$ cat src/rtl/truth_table_reader.sv
`default_nettype none
// ============================================================================
//  Module      : truth_table_reader
//  Description : Characterises a 3-input / 1-output combinational circuit.
//                On start it walks the eight input rows 000..111, holds each
//                row for SETTLE_CYCLES+1 cycles, samples the circuit output on
//                the last cycle of the row and assembles an 8-bit truth-table
//                code (row 000 -> bit 7, row 111 -> bit 0). The finished code
//                is compared against an expected value.
//  Revision    : 1.0 - initial release
// ----------------------------------------------------------------------------
//  Parameters
//    SETTLE_CYCLES : extra hold cycles per row before sampling (0..255)
//  Ports
//    clk           : rising-edge clock
//    rst           : synchronous active-high reset
//    start         : request a scan (honoured only when idle)
//    abort         : cancel a scan in progress (discards everything)
//    expected[7:0] : reference code, sampled as the scan completes
//    dut_out       : output of the circuit under characterisation
//    in1/in2/in3   : stimulus row, in1 is the MSB of the row index
//    busy          : high from scan acceptance through the finish cycle
//    done          : one-cycle pulse when a scan completes
//    table_code    : last completed truth-table code
//    match         : table_code == expected, registered with table_code
// ============================================================================
module truth_table_reader #(
    parameter int SETTLE_CYCLES = 4
) (
    input  logic       clk,
    input  logic       rst,
    input  logic       start,
    input  logic       abort,
    input  logic [7:0] expected,
    input  logic       dut_out,
    output logic       in1,
    output logic       in2,
    output logic       in3,
    output logic       busy,
    output logic       done,
    output logic [7:0] table_code,
    output logic       match
);

    localparam logic [1:0] c_ST_IDLE   = 2'd0;
    localparam logic [1:0] c_ST_DRIVE  = 2'd1;
    localparam logic [1:0] c_ST_FINISH = 2'd2;

    localparam logic [7:0] c_SETTLE = 8'(SETTLE_CYCLES);
    localparam logic [2:0] c_LAST_ROW = 3'd7;

    logic [1:0] r_state;
    logic [2:0] r_row;
    logic [7:0] r_settle;
    logic [7:0] r_work;
    logic [7:0] w_work_sampled;

    // Work register with the current sample merged in. For a 3-bit row,
    // 7 - row is simply the bitwise inverse, so row 0 lands in bit 7.
    // The final row's result goes straight to table_code from here, so the
    // last sample is included without an extra cycle.
    always_comb begin
        w_work_sampled          = r_work;
        w_work_sampled[~r_row]  = dut_out;
    end

    always_ff @(posedge clk) begin
        if (rst) begin
            r_state    <= c_ST_IDLE;
            r_row      <= 3'd0;
            r_settle   <= 8'd0;
            r_work     <= 8'd0;
            in1        <= 1'b0;
            in2        <= 1'b0;
            in3        <= 1'b0;
            busy       <= 1'b0;
            done       <= 1'b0;
            table_code <= 8'd0;
            match      <= 1'b0;
        end else begin
            case (r_state)
                c_ST_IDLE: begin
                    done <= 1'b0;
                    // A simultaneous abort cancels the request outright.
                    if (start && !abort) begin
                        r_state         <= c_ST_DRIVE;
                        busy            <= 1'b1;
                        r_row           <= 3'd0;
                        r_settle        <= 8'd0;
                        r_work          <= 8'd0;
                        {in1, in2, in3} <= 3'd0;
                    end
                end

                c_ST_DRIVE: begin
                    if (abort) begin
                        // Abort wins over a sample due this cycle; results
                        // from the previous completed scan are preserved.
                        r_state         <= c_ST_IDLE;
                        busy            <= 1'b0;
                        {in1, in2, in3} <= 3'd0;
                    end else if (r_settle != c_SETTLE) begin
                        r_settle <= r_settle + 8'd1;
                    end else begin
                        r_work <= w_work_sampled;
                        if (r_row != c_LAST_ROW) begin
                            r_row           <= r_row + 3'd1;
                            r_settle        <= 8'd0;
                            {in1, in2, in3} <= r_row + 3'd1;
                        end else begin
                            r_state    <= c_ST_FINISH;
                            done       <= 1'b1;
                            table_code <= w_work_sampled;
                            match      <= (w_work_sampled == expected);
                        end
                    end
                end

                c_ST_FINISH: begin
                    r_state         <= c_ST_IDLE;
                    busy            <= 1'b0;
                    done            <= 1'b0;
                    {in1, in2, in3} <= 3'd0;
                end

                default: begin
                    r_state         <= c_ST_IDLE;
                    busy            <= 1'b0;
                    done            <= 1'b0;
                    {in1, in2, in3} <= 3'd0;
                end
            endcase
        end
    end

endmodule
`default_nettype wire
$ cat config.mk
export PLATFORM = sky130hd
export DESIGN_NAME = truth_table_reader
export DESIGN_NICKNAME = d
export VERILOG_FILES = /design/src/rtl/truth_table_reader.sv
export SDC_FILE = /design/constraint.sdc
export NUM_CORES = 1
export LEC_CHECK = 0
export ABC_AREA = 1
export CELL_PAD_IN_SITES_DETAIL_PLACEMENT = 1
export CELL_PAD_IN_SITES_GLOBAL_PLACEMENT = 1
export CORE_UTILIZATION = 40
export CTS_BUF_LIST = sky130_fd_sc_hd__clkbuf_2
export CTS_CLUSTER_SIZE = 24
export DETAILED_ROUTE_END_ITERATION = 6
export DONT_BUFFER_PORTS = 1
export PLACE_DENSITY_LB_ADDON = 0.05
export SYNTH_ARGS = -nofsm -noshare
export SYNTH_HDL_FRONTEND = slang
export SYNTH_SLANG_ARGS = --single-unit
$ cat constraint.sdc
create_clock -name clk -period 3 [get_ports clk]
set_input_delay 0.3 -clock clk [delete_from_list [all_inputs] [get_ports clk]]
set_output_delay 0.3 -clock clk [all_outputs]
set_load 0.005 [all_outputs]
==> results.sh, run 1 <==
export IMPL_status="finished clean"
export IMPL_final_nets=297
export IMPL_grt_pass1_wl_um=8580
export IMPL_finalClockSkew_ps=22.0
export IMPL_p_leak_nw=0.815
export IMPL_cts_buffers=5
export IMPL_dieHeight_um=72.2
export IMPL_wl_per_cell_um=14.6
export IMPL_drive_above_1_share_pct=8.21
export IMPL_start_util_pct=41.8
export IMPL_worstSetupPathType="reg -> reg"
export IMPL_io_pins=27
export IMPL_arrival_ps=2310
export IMPL_path_max_fanout=16
export IMPL_hp_class="in -> reg"
export IMPL_rsz0062_at_grt="false"
export IMPL_placedCellCount=338
export IMPL_io_buffers=0
export IMPL_synth_seq_cells=35
export IMPL_timing_fmax_mhz=503
export IMPL_min_path_cells=2
export IMPL_die_area_mm2=0.00522
export IMPL_rows=25
export IMPL_dp_hpwl_um=3730
export IMPL_timing_final_ws_setup_ps=1010
export IMPL_synth_cells=282
export IMPL_setup_tns_ps=0
export IMPL_cp_depth=8
export IMPL_fin_worst_hold_slack_ps=77.4
export IMPL_synthArstFlopShare_pct=0
export IMPL_min_period_ps=1990
export IMPL_drc_errors=0
export IMPL_cpPeakStageDelay_ps=630
export IMPL_endpoint_kind="flop"
export IMPL_finalHoldViolCount=0
export IMPL_area_growth_pct=2.85
export IMPL_track_usage_pct=21.3
export IMPL_layout_commonest_cell="nand2_1"
export IMPL_synth_area_mm2=0.00197
export IMPL_worstMarginPinSlew_ps=799
export IMPL_synth_warnings=0
export IMPL_power_w=0.000855
export IMPL_powerDensity_mw_per_mm2=421
export IMPL_drt_pre_antenna_iters=4
export IMPL_vias=1836
export IMPL_cp_common_cell="ha_1"
export IMPL_synth_edf_count=0
export IMPL_yosys_cell_types_count=33
export IMPL_first_iter_violations=71
export IMPL_report_final_slew_viol_count=0
export IMPL_grt_overflow=0
export IMPL_dp_slack_ps=1040
export IMPL_rr_worst_depth=8
export IMPL_grt_max_degree=20
export IMPL_clk_pin_slew_ps=190
export IMPL_ys_flop_type="dfxtp_1"
export IMPL_maxSlewHeadroom_pct=46.6
export IMPL_synth_nets=300
export IMPL_finalNonFillerCells=347
export IMPL_via_per_inst=5.29
export IMPL_start_kind="flop"
export IMPL_grt_pass1_vias=1781
export IMPL_maxCapViolations=0
export IMPL_yosysSeqAreaShare_pct=35.5
export IMPL_cp_cell_sequence="ha_1, ha_1, nand2_1, nor2_4, nand2_2, inv_2, o21ai_0, a31oi_1"
export IMPL_h_tree_depth=2
export IMPL_antenna_cells=0
export IMPL_cts_tree="done"
export IMPL_worstPathBufferInverterCount=1
export IMPL_syn_area_per_cell_um2=7.00
export IMPL_setup_violations=0
export IMPL_place_gp_congestion=0.765
export IMPL_cts_resized=0
export IMPL_cts_root_buffer="clkbuf_2"
export IMPL_critical_path_top_delay_family="flip-flops"
export IMPL_post_route_period_util_pct=66.3
export IMPL_antenna_found_initial=0
export IMPL_cp_slowest_cell="dfxtp_1"
export IMPL_n_fill_cell=644
export IMPL_peakVddDrop_mv=0.181
export IMPL_fp_dieW_um=72.2
export IMPL_antenna_left=0
export IMPL_cts_sinks=35
export IMPL_crit_required_ps=3320
export IMPL_layout_common_cells="52 x nand2_1, 35 x dfxtp_1, 34 x inv_1"
export IMPL_routed_wl_um=5080
export IMPL_core_mm2=0.00472
export IMPL_cts_max_path_buffers=2
export IMPL_clock_latency_ps=390
path summary, 6_finish.rpt:
check                   startpoint  slack (ps)                          to
max          r_row[1]$_SDFFE_PP0P_        1010  table_code[2]$_SDFFE_PP0P_
min                          start          80           busy$_SDFFE_PP0P_
max reg2reg  r_row[1]$_SDFFE_PP0P_        1010  table_code[2]$_SDFFE_PP0P_
min reg2reg      done$_SDFFE_PP0P_         480           done$_SDFFE_PP0P_
logic make-up (layout without fill, tap and decap cells):
family / count (synthesis) / after routing / share of synthesized area (%)
fa+ha+maj: 5 / 5 / 3.17
buf+inv: 49 / 47 / 11.0
flops: 35 / 35 / 35.5
simple gates: 133 / 133 / 32.4
compound gates: 59 / 59 / 17.4
xor+xnor: 1 / 1 / 0.444
worst reg2reg max path: stages, from the launching register on:
cell and delay (ps):
dfxtp_1 630, ha_1 270, ha_1 200, nand2_1 100
nor2_4 120, nand2_2 90, inv_2 240, o21ai_0 120
a31oi_1 150
synth_stat cells (2+ instances only):
cell type	n	area, um2
nand2_2	4	25.0
nand3_1	23	115
ha_1	5	62.6
nor3_1	3	15.0
nand2_1	52	195
dfxtp_1	35	701
buf_4	2	15.0
buf_2	2	10.0
inv_2	4	15.0
nor2_1	28	105
inv_1	34	128
a21oi_1	20	100
a211oi_1	5	37.5
a31oi_1	6	37.5
clkbuf_1	3	11.3
o21ai_0	21	105
nor2_4	4	45.0
buf_6	3	33.8
nand4_1	11	68.8
nand3b_1	3	22.5
o21ai_1	2	10.0
stage by stage:
stage,utilization [%],instance area [um2]
3_3_place_gp,42.0,1980
2_1_floorplan,-,1970
3_5_place_dp,42.0,1980
5_1_grt,43.0,2030
6_report,43.0,2030
4_1_cts,43.0,2030
state kept, by name, indices dropped and copies added, names as in the netlist, 2 cells and up:
signal and flops:
r_row 3, table_code 8, r_work 8, r_state 2
r_settle 8
report_power, final:
group	total, W	internal [W]	switching (W)
clock	0.000221	0.0000561	0.000165
combinational	0.000136	0.0000426	0.0000932
sequential	0.000498	0.000483	0.0000148
timing repair:
action,in CTS,in global routing
endpoints found under the hold margin,19,0
hold buffers,1,0
endpoints found under the setup margin,0,0
buffers inserted,0,0
layout make-up:
cell class              count  area [um2]  share of cell area, %
clock buffers               6        30.0                   1.48
clock inverters             2        7.51                  0.370
inverters                  38         143                   7.03
multi-input cells         198        1050                   52.0
flip-flops and latches     35         701                   34.5
well taps                  67        83.8                   4.13
repair buffers              1        10.0                  0.493
metal layers:
layer | wire length (um) | share of wire [%] | up-vias | global-route usage, %
li1 | - | - | 936 | -
met1 | 2530 | 50 | 864 | 28.6
met2 | 2260 | 44 | 27 | 33.1
met3 | 201 | 4.0 | 9 | 5.00
met4 | 87 | 1.7 | 0 | 7.84
met5 | 0 | 0 | - | 0
Note: power is estimated with default switching activity, not from simulation.
==> inputs of run 2 (changes only) <==
--- a/config.mk
+++ b/config.mk
@@ -5,7 +5,7 @@
 export SDC_FILE = /design/constraint.sdc
 export NUM_CORES = 1
 export LEC_CHECK = 0
-export ABC_AREA = 1
+export ABC_AREA = 0
 export CELL_PAD_IN_SITES_DETAIL_PLACEMENT = 1
 export CELL_PAD_IN_SITES_GLOBAL_PLACEMENT = 1
 export CORE_UTILIZATION = 40
==> constraint.sdc (replaced) <==
create_clock -name clk -period 1.7 [get_ports clk]
set_input_delay 0.17 -clock clk [delete_from_list [all_inputs] [get_ports clk]]
set_output_delay 0.17 -clock clk [all_outputs]
set_load 0.005 [all_outputs]
==> run 2 against run 1 <==
The run now ends with negative setup slack left. Critical endpoint is now match$_SDFFE_PP0P_. Wire length up 25%. Global-route usage is 4.1 points higher. Synthesized cell count decreased by 14%. Via count is 6.2% higher. Die area is 0.99% higher. First-iteration DRC count up 13%. Worst hold slack got worse by 34 ps. Count of clock-buffer cells in the layout shrank 1. Combinational power up 4%.
==> results.sh, run 2 <==
export IMPL_min_period_ps=2020
export IMPL_p_seq_share_pct=55.4
export IMPL_clock_latency_ps=380
export IMPL_timing_rr_start="r_settle[0]$_SDFFE_PP0P_"
export IMPL_first_iter_violations=80
export IMPL_routed_wl_um=6360
export IMPL_peakVddDrop_mv=0.336
export IMPL_rsz0062_at_grt="true"
export IMPL_cts_max_path_buffers=2
export IMPL_path_max_fanout=13
export IMPL_area_growth_pct=33.0
export IMPL_synth_cells=243
export IMPL_cpPeakStageDelay_ps=470
export IMPL_clock_power_share_pct=35.1
export IMPL_finalHoldViolCount=0
export IMPL_violations="negative setup slack"
export IMPL_grt_pass1_vias=2011
export IMPL_final_nets=300
export IMPL_endpoint_kind="flop"
export IMPL_cts_root_buffer="clkbuf_2"
export IMPL_arrival_ps=2300
export IMPL_crit_required_ps=1980
export IMPL_p_leak_nw=1.01
export IMPL_wl_per_cell_um=18.2
export IMPL_antenna_cells=0
export IMPL_n_fill_cell=576
export IMPL_timing_fmax_mhz=496
export IMPL_dp_slack_ps=-425
export IMPL_dp_hpwl_um=4500
export IMPL_start_util_pct=41.9
export IMPL_synthArstFlopShare_pct=0
export IMPL_start_kind="flop"
export IMPL_synth_seq_cells=35
export IMPL_dieHeight_um=72.6
export IMPL_h_tree_depth=2
export IMPL_endpoint="match$_SDFFE_PP0P_"
export IMPL_fp_dieW_um=72.6
export IMPL_io_buffers=0
export IMPL_synth_compound_area_share_pct=17.1
export IMPL_synth_area_leaders="dfxtp_1 35%, nor2_1 6.0%, mux2i_1 5.0%, a21oi_1 4.0%, nand2_1 3.2%"
export IMPL_switching_power_w=0.000370
export IMPL_r2r_slack_ps=-320
export IMPL_grt_pass1_wl_um=10100
export IMPL_drive_above_1_share_pct=36.7
export IMPL_antenna_found_initial=0
export IMPL_grt_overflow=0
export IMPL_place_gp_congestion=0.812
export IMPL_core_mm2=0.00475
export IMPL_synthTopCellsByCount="35 x dfxtp_1, 32 x nor2_1, 17 x nand2_1, 16 x a21oi_1, 13 x clkbuf_1"
export IMPL_layout_commonest_cell="buf_4"
export IMPL_finalClockSkew_ps=21.0
export IMPL_synth_warnings=0
export IMPL_synth_simple_gate_area_share_pct=29.4
export IMPL_antenna_left=0
export IMPL_hp_class="in -> reg"
export IMPL_cts_tree="done"
export IMPL_die_area_mm2=0.00527
export IMPL_synthAdderAreaFrac_pct=3.14
export IMPL_status="finished with violations"
export IMPL_synth_mux_area_share_pct=5.02
export IMPL_yosys_area_top_type="dfxtp_1"
export IMPL_drt_pre_antenna_iters=4
export IMPL_vias=1949
export IMPL_fin_area_mm2=0.00265
export IMPL_yosys_cell_types_count=51
export IMPL_clk_pin_slew_ps=200
export IMPL_switching_share_pct=24.7
export IMPL_ys_flop_type="dfxtp_1"
export IMPL_p_int_w=0.00113
export IMPL_drc_errors=0
export IMPL_cp_slowest_cell="or4b_4"
export IMPL_syn_area_per_cell_um2=8.20
export IMPL_cts_sinks=35
export IMPL_grt_max_degree=32
export IMPL_detailed_place_area_mm2=0.00236
export IMPL_worstSetupPathType="reg -> reg"
export IMPL_synth_nets=261
export IMPL_maxCapViolations=0
export IMPL_synth_top_family_by_area="simple AND/OR/NAND/NOR gates"
export IMPL_io_pins=27
export IMPL_timing_critical_path_from="r_settle[0]$_SDFFE_PP0P_"
export IMPL_synth_area_mm2=0.00199
export IMPL_worstMarginPinSlew_ps=619
export IMPL_layout_common_cells="40 x buf_4, 33 x dfxtp_1, 30 x nor2_1"
export IMPL_track_usage_pct=25.4
export IMPL_timing_final_ws_setup_ps=-317
export IMPL_synth_top_area_share_pct=35.2
export IMPL_synth_edf_count=0
export IMPL_powerDensity_mw_per_mm2=566
export IMPL_via_per_inst=5.57
export IMPL_post_route_period_util_pct=119
export IMPL_report_final_slew_viol_count=0
export IMPL_top_regs="r_settle (8), r_work (8), table_code (8)"
export IMPL_synth_xor_area_share_pct=4.83
export IMPL_yosysSeqAreaShare_pct=35.2
export IMPL_maxSlewHeadroom_pct=58.4
export IMPL_combPwrFrac_pct=9.5
export IMPL_reg2reg_to="match$_SDFFE_PP0P_"
export IMPL_cp_cell_sequence="inv_2, ha_1, or4b_4, or2_4, nor3_4, buf_12, nor3b_1, a41o_2"
export IMPL_rr_worst_depth=8
export IMPL_setup_violations=33
export IMPL_yosysMostFrequentCell="dfxtp_1"
export IMPL_rows=25
export IMPL_cts_buffers=5
run 2: cell count changes after synthesis, sizes merged, moves of 8 or more:
cell,delta
nand2,-39
inv,-30
nand3,-21
o21ai,-12
mux2i,+10
clkbuf,+9
nand4,-8
run 2: kinds of logic (layout without fill, tap and decap cells):
group | Yosys count | in the layout
buffers and inverters | 24 | 64
XOR/XNOR | 11 | 11
multiplexers | 10 | 10
AO/OA/AOI/OAI | 52 | 52
flip-flops | 35 | 35
adder cells (fa/ha/maj) | 5 | 5
AND/OR/NAND/NOR | 106 | 106
run 2: power groups by stage:
stage | Clock, W | Combinational [W] | Sequential (W)
final | 0.000527 | 0.000142 | 0.000830
after detailed placement | 0 | 0.0000997 | 0.000846
after global routing | 0.000584 | 0.000152 | 0.000832
after CTS | 0.000549 | 0.000129 | 0.000830
after floorplan | 0 | 0.0000804 | 0.000846
after global placement | 0 | 0.0000952 | 0.000846
run 2: worst min-delay path by stage:
stage | from | end | depth (start not counted)
2_1_floorplan | rst | r_state[0]$_SDFFE_PP0P_ | 2
3_5_place_dp | rst | table_code[1]$_SDFFE_PP0P_ | 1
3_3_place_gp | rst | table_code[0]$_SDFFE_PP0P_ | 1
6_report | rst | r_work[6]$_SDFFE_PP0P_ | 2
5_1_grt | dut_out | table_code[3]$_SDFFE_PP0P_ | 2
4_1_cts | rst | r_work[3]$_SDFFE_PP0P_ | 2
run 2: per-layer routing:
layer	GRT usage (%)	part of all wire, %	vias up
met5	0	0	-
met4	6.54	0.69	0
met3	4.97	3.4	5
met2	43.7	49	33
met1	32.4	47	963
li1	-	-	948
run 2: area by class of cell:
cell class,count,area (um2),area share (%)
tap,67,83.8,3.16
clock inverter,3,38.8,1.46
multi-input combinational,184,1360,51.4
inverter,8,30.0,1.13
sequential,35,703,26.5
clock buffer,5,25.0,0.944
timing repair buffer,48,407,15.3
run 2: through the flow:
stage / std cells / total power (W) / util (%) / setup TNS, ps / hold WS, ps
after floorplan: 243 / 0.000926 / - / -5920 / 329
after CTS: 347 / 0.00151 / 53.6 / -7480 / 7.44
after detailed placement: 335 / 0.000946 / 49.7 / -9170 / 239
after global routing: 350 / 0.00157 / 55.7 / -9610 / 1.50
final: 350 / 0.00150 / 55.7 / -7950 / 43.2
after global placement: 335 / 0.000941 / 49.7 / -7490 / 239
run 2: worst max-delay path, delay by kind of cell, from the launching register on:
| family | cells | cell delay (ps) |
|---|---|---|
| buffers and inverters | 2 | 200 |
| AOI/OAI and AO/OA | 1 | 220 |
| DFF | 1 | 370 |
| and+or+nand+nor | 4 | 1010 |
| adders and majority gates | 1 | 120 |
run 2: repair_timing:
item / CTS / global route
gates resized for setup: 19 / 28
setup endpoints to repair: 34 / 34
hold buffers: 2 / 0
pin swaps: 10 / 15
setup buffers: 2 / 4
endpoints found under the hold margin: 34 / 0
==> inputs of run 3 (changes only) <==
==> constraint.sdc (replaced) <==
create_clock -name clk -period 2 [get_ports clk]
set_input_delay 0.2 -clock clk [delete_from_list [all_inputs] [get_ports clk]]
set_output_delay 0.2 -clock clk [all_outputs]
set_load 0.005 [all_outputs]
==> run 3 against run 2 <==
The run still ends with negative setup slack left. Sequential share of layout area is 1.7 points higher. Combinational power is 20% lower. Count of clock-buffer cells in the layout is 1 higher. Sequential power is 15% lower. Cell count is 3.4% lower. Clock skew is 5.1 ps lower. Wire length is 5.7% lower. Via count is 4.0% lower. Die area stayed put. Global-route usage is 1.2 points lower. Cell area is 6.0% lower. Critical path type unchanged. Critical endpoint is now table_code[5]$_SDFFE_PP0P_. Largest power group unchanged.
==> results.sh, run 3 (synthesis results as in run 2) <==
export IMPL_antenna_cells=0
export IMPL_maxSlewHeadroom_pct=70.4
export IMPL_path_max_fanout=12
export IMPL_arrival_ps=2380
export IMPL_reg2reg_to="table_code[5]$_SDFFE_PP0P_"
export IMPL_finalNonFillerCells=338
export IMPL_post_route_period_util_pct=103
export IMPL_dp_hpwl_um=4270
export IMPL_cp_common_cell="buf_12"
export IMPL_finalClockSkew_ps=15.9
export IMPL_timing_final_ws_setup_ps=-51.6
export IMPL_place_gp_congestion=0.848
export IMPL_placedCellCount=321
export IMPL_vias=1871
export IMPL_grt_pass1_wl_um=9530
export IMPL_drc_errors=0
export IMPL_cp_cell_sequence="inv_1, ha_1, or4b_4, or2_4, nor3_4, buf_12, buf_12, nor2_2, a211oi_2"
export IMPL_h_tree_depth=2
export IMPL_drive_above_1_share_pct=27.3
export IMPL_worstMarginPinSlew_ps=444
export IMPL_final_nets=288
export IMPL_fin_area_mm2=0.00249
export IMPL_fp_dieW_um=72.6
export IMPL_cts_buffers=5
export IMPL_maxCapViolations=0
export IMPL_timing_fmax_mhz=487
export IMPL_die_area_mm2=0.00527
export IMPL_antenna_left=0
export IMPL_hold_end="match$_SDFFE_PP0P_"
export IMPL_grt_overflow=0
export IMPL_violations="negative setup slack"
export IMPL_cpPeakStageDelay_ps=480
export IMPL_min_period_ps=2050
export IMPL_grt_pass1_vias=1864
export IMPL_peakVddDrop_mv=0.288
export IMPL_power_w=0.00117
export IMPL_start_kind="flop"
export IMPL_grt_max_degree=31
export IMPL_cts_max_path_buffers=2
export IMPL_cp_slowest_cell="or4b_4"
export IMPL_cts_sinks=35
export IMPL_routed_wl_um=6000
export IMPL_top_regs="r_settle (8), r_work (8), table_code (8)"
export IMPL_clk_pin_slew_ps=200
export IMPL_layout_common_cells="34 x dfxtp_1, 31 x nor2_1, 28 x buf_4"
export IMPL_n_fill_cell=585
export IMPL_via_per_inst=5.54
export IMPL_layout_commonest_cell="dfxtp_1"
export IMPL_wl_per_cell_um=17.8
export IMPL_report_final_slew_viol_count=0
export IMPL_rr_worst_depth=9
export IMPL_status="finished with violations"
export IMPL_timing_rr_start="r_settle[0]$_SDFFE_PP0P_"
export IMPL_worstSetupPathType="reg -> reg"
export IMPL_hp_class="in -> reg"
export IMPL_utilization_pct=52.4
export IMPL_endpoint_kind="flop"
export IMPL_min_path_cells=2
export IMPL_first_iter_violations=83
export IMPL_io_buffers=0
export IMPL_drt_pre_antenna_iters=4
export IMPL_io_pins=27
export IMPL_area_growth_pct=24.9
export IMPL_cts_tree="done"
export IMPL_finalHoldViolCount=0
export IMPL_powerDensity_mw_per_mm2=469
export IMPL_dieHeight_um=72.6
export IMPL_setup_violations=15
export IMPL_crit_required_ps=2330
export IMPL_p_leak_nw=0.917
export IMPL_track_usage_pct=24.1
export IMPL_clock_latency_ps=400
export IMPL_rsz0062_at_grt="true"
export IMPL_detailed_place_area_mm2=0.00222
export IMPL_start_util_pct=41.9
export IMPL_min_from="rst"
export IMPL_r2r_slack_ps=-50
export IMPL_core_mm2=0.00475
export IMPL_rows=25
export IMPL_cts_root_buffer="clkbuf_2"
export IMPL_antenna_found_initial=0
[run 3: per-stage QoR]
step / setup TNS, ps / hold slack (ps) / worst slack, ps
global route: -2780 / 21.7 / -167
global placement: -168 / 271 / -37.9
finish: -319 / 47.0 / -51.6
detailed placement: -1960 / 276 / -105
floorplan: -33.8 / 359 / -21.7
CTS: -481 / 9.57 / -62.7
[run 3: timing repair]
| action | CTS | global route |
|---|---|---|
| endpoints found under the hold margin | 30 | 0 |
| hold buffers | 3 | 0 |
| pin swaps | 5 | 14 |
| setup buffers | 3 | 3 |
| resized for setup | 11 | 20 |
| setup endpoints to repair | 30 | 31 |
[run 3: worst max path at each step]
| stage | depth (start not counted) | end | startpoint | slack, ps |
|---|---|---|---|---|
| 3_5_place_dp | 8 | r_settle[0]$_SDFFE_PP0P_ | r_settle[0]$_SDFFE_PP0P_ | -110 |
| 2_1_floorplan | 8 | match$_SDFFE_PP0P_ | r_settle[0]$_SDFFE_PP0P_ | -20 |
| 5_1_grt | 8 | table_code[4]$_SDFFE_PP0P_ | r_settle[0]$_SDFFE_PP0P_ | -170 |
| 4_1_cts | 8 | in3$_SDFFE_PP0P_ | r_settle[0]$_SDFFE_PP0P_ | -60 |
| 6_report | 9 | table_code[5]$_SDFFE_PP0P_ | r_settle[0]$_SDFFE_PP0P_ | -50 |
| 3_3_place_gp | 7 | r_settle[7]$_SDFFE_PP0P_ | r_settle[0]$_SDFFE_PP0P_ | -40 |
[run 3: where the power goes]
group	switching (W)	internal [W]	total [W]
registers	0.00000407	0.000702	0.000706
logic	0.0000649	0.0000494	0.000114
clock network	0.000258	0.0000891	0.000347
[run 3: routing by layer]
metal  track usage [%]  up-vias  share of wire (%)
met1              33.6      892                 48
met2              35.7       43                 45
met3              5.94       11                4.9
met4              9.37        0                1.9
li1                  -      925                  -
met5                 0        -                  0
[run 3: critical path: cells and delay by family (launching register included)]
family                     cells  cell delay [ps]
DFF                            1              360
AOI/OAI and AO/OA              1              140
adders and majority gates      1              140
and+or+nand+nor                4             1020
buffers and inverters          3              320
[run 3: area by class of cell]
| type | count | area (um2) | share of cell area (%) |
|---|---|---|---|
| timing repair buffer | 36 | 324 | 13.0 |
| clock inverter | 2 | 12.5 | 0.503 |
| multi-input combinational | 184 | 1310 | 52.5 |
| sequential | 35 | 702 | 28.2 |
| inverter | 8 | 30.0 | 1.21 |
| tap | 67 | 83.8 | 3.37 |
| clock buffer | 6 | 30.0 | 1.21 |
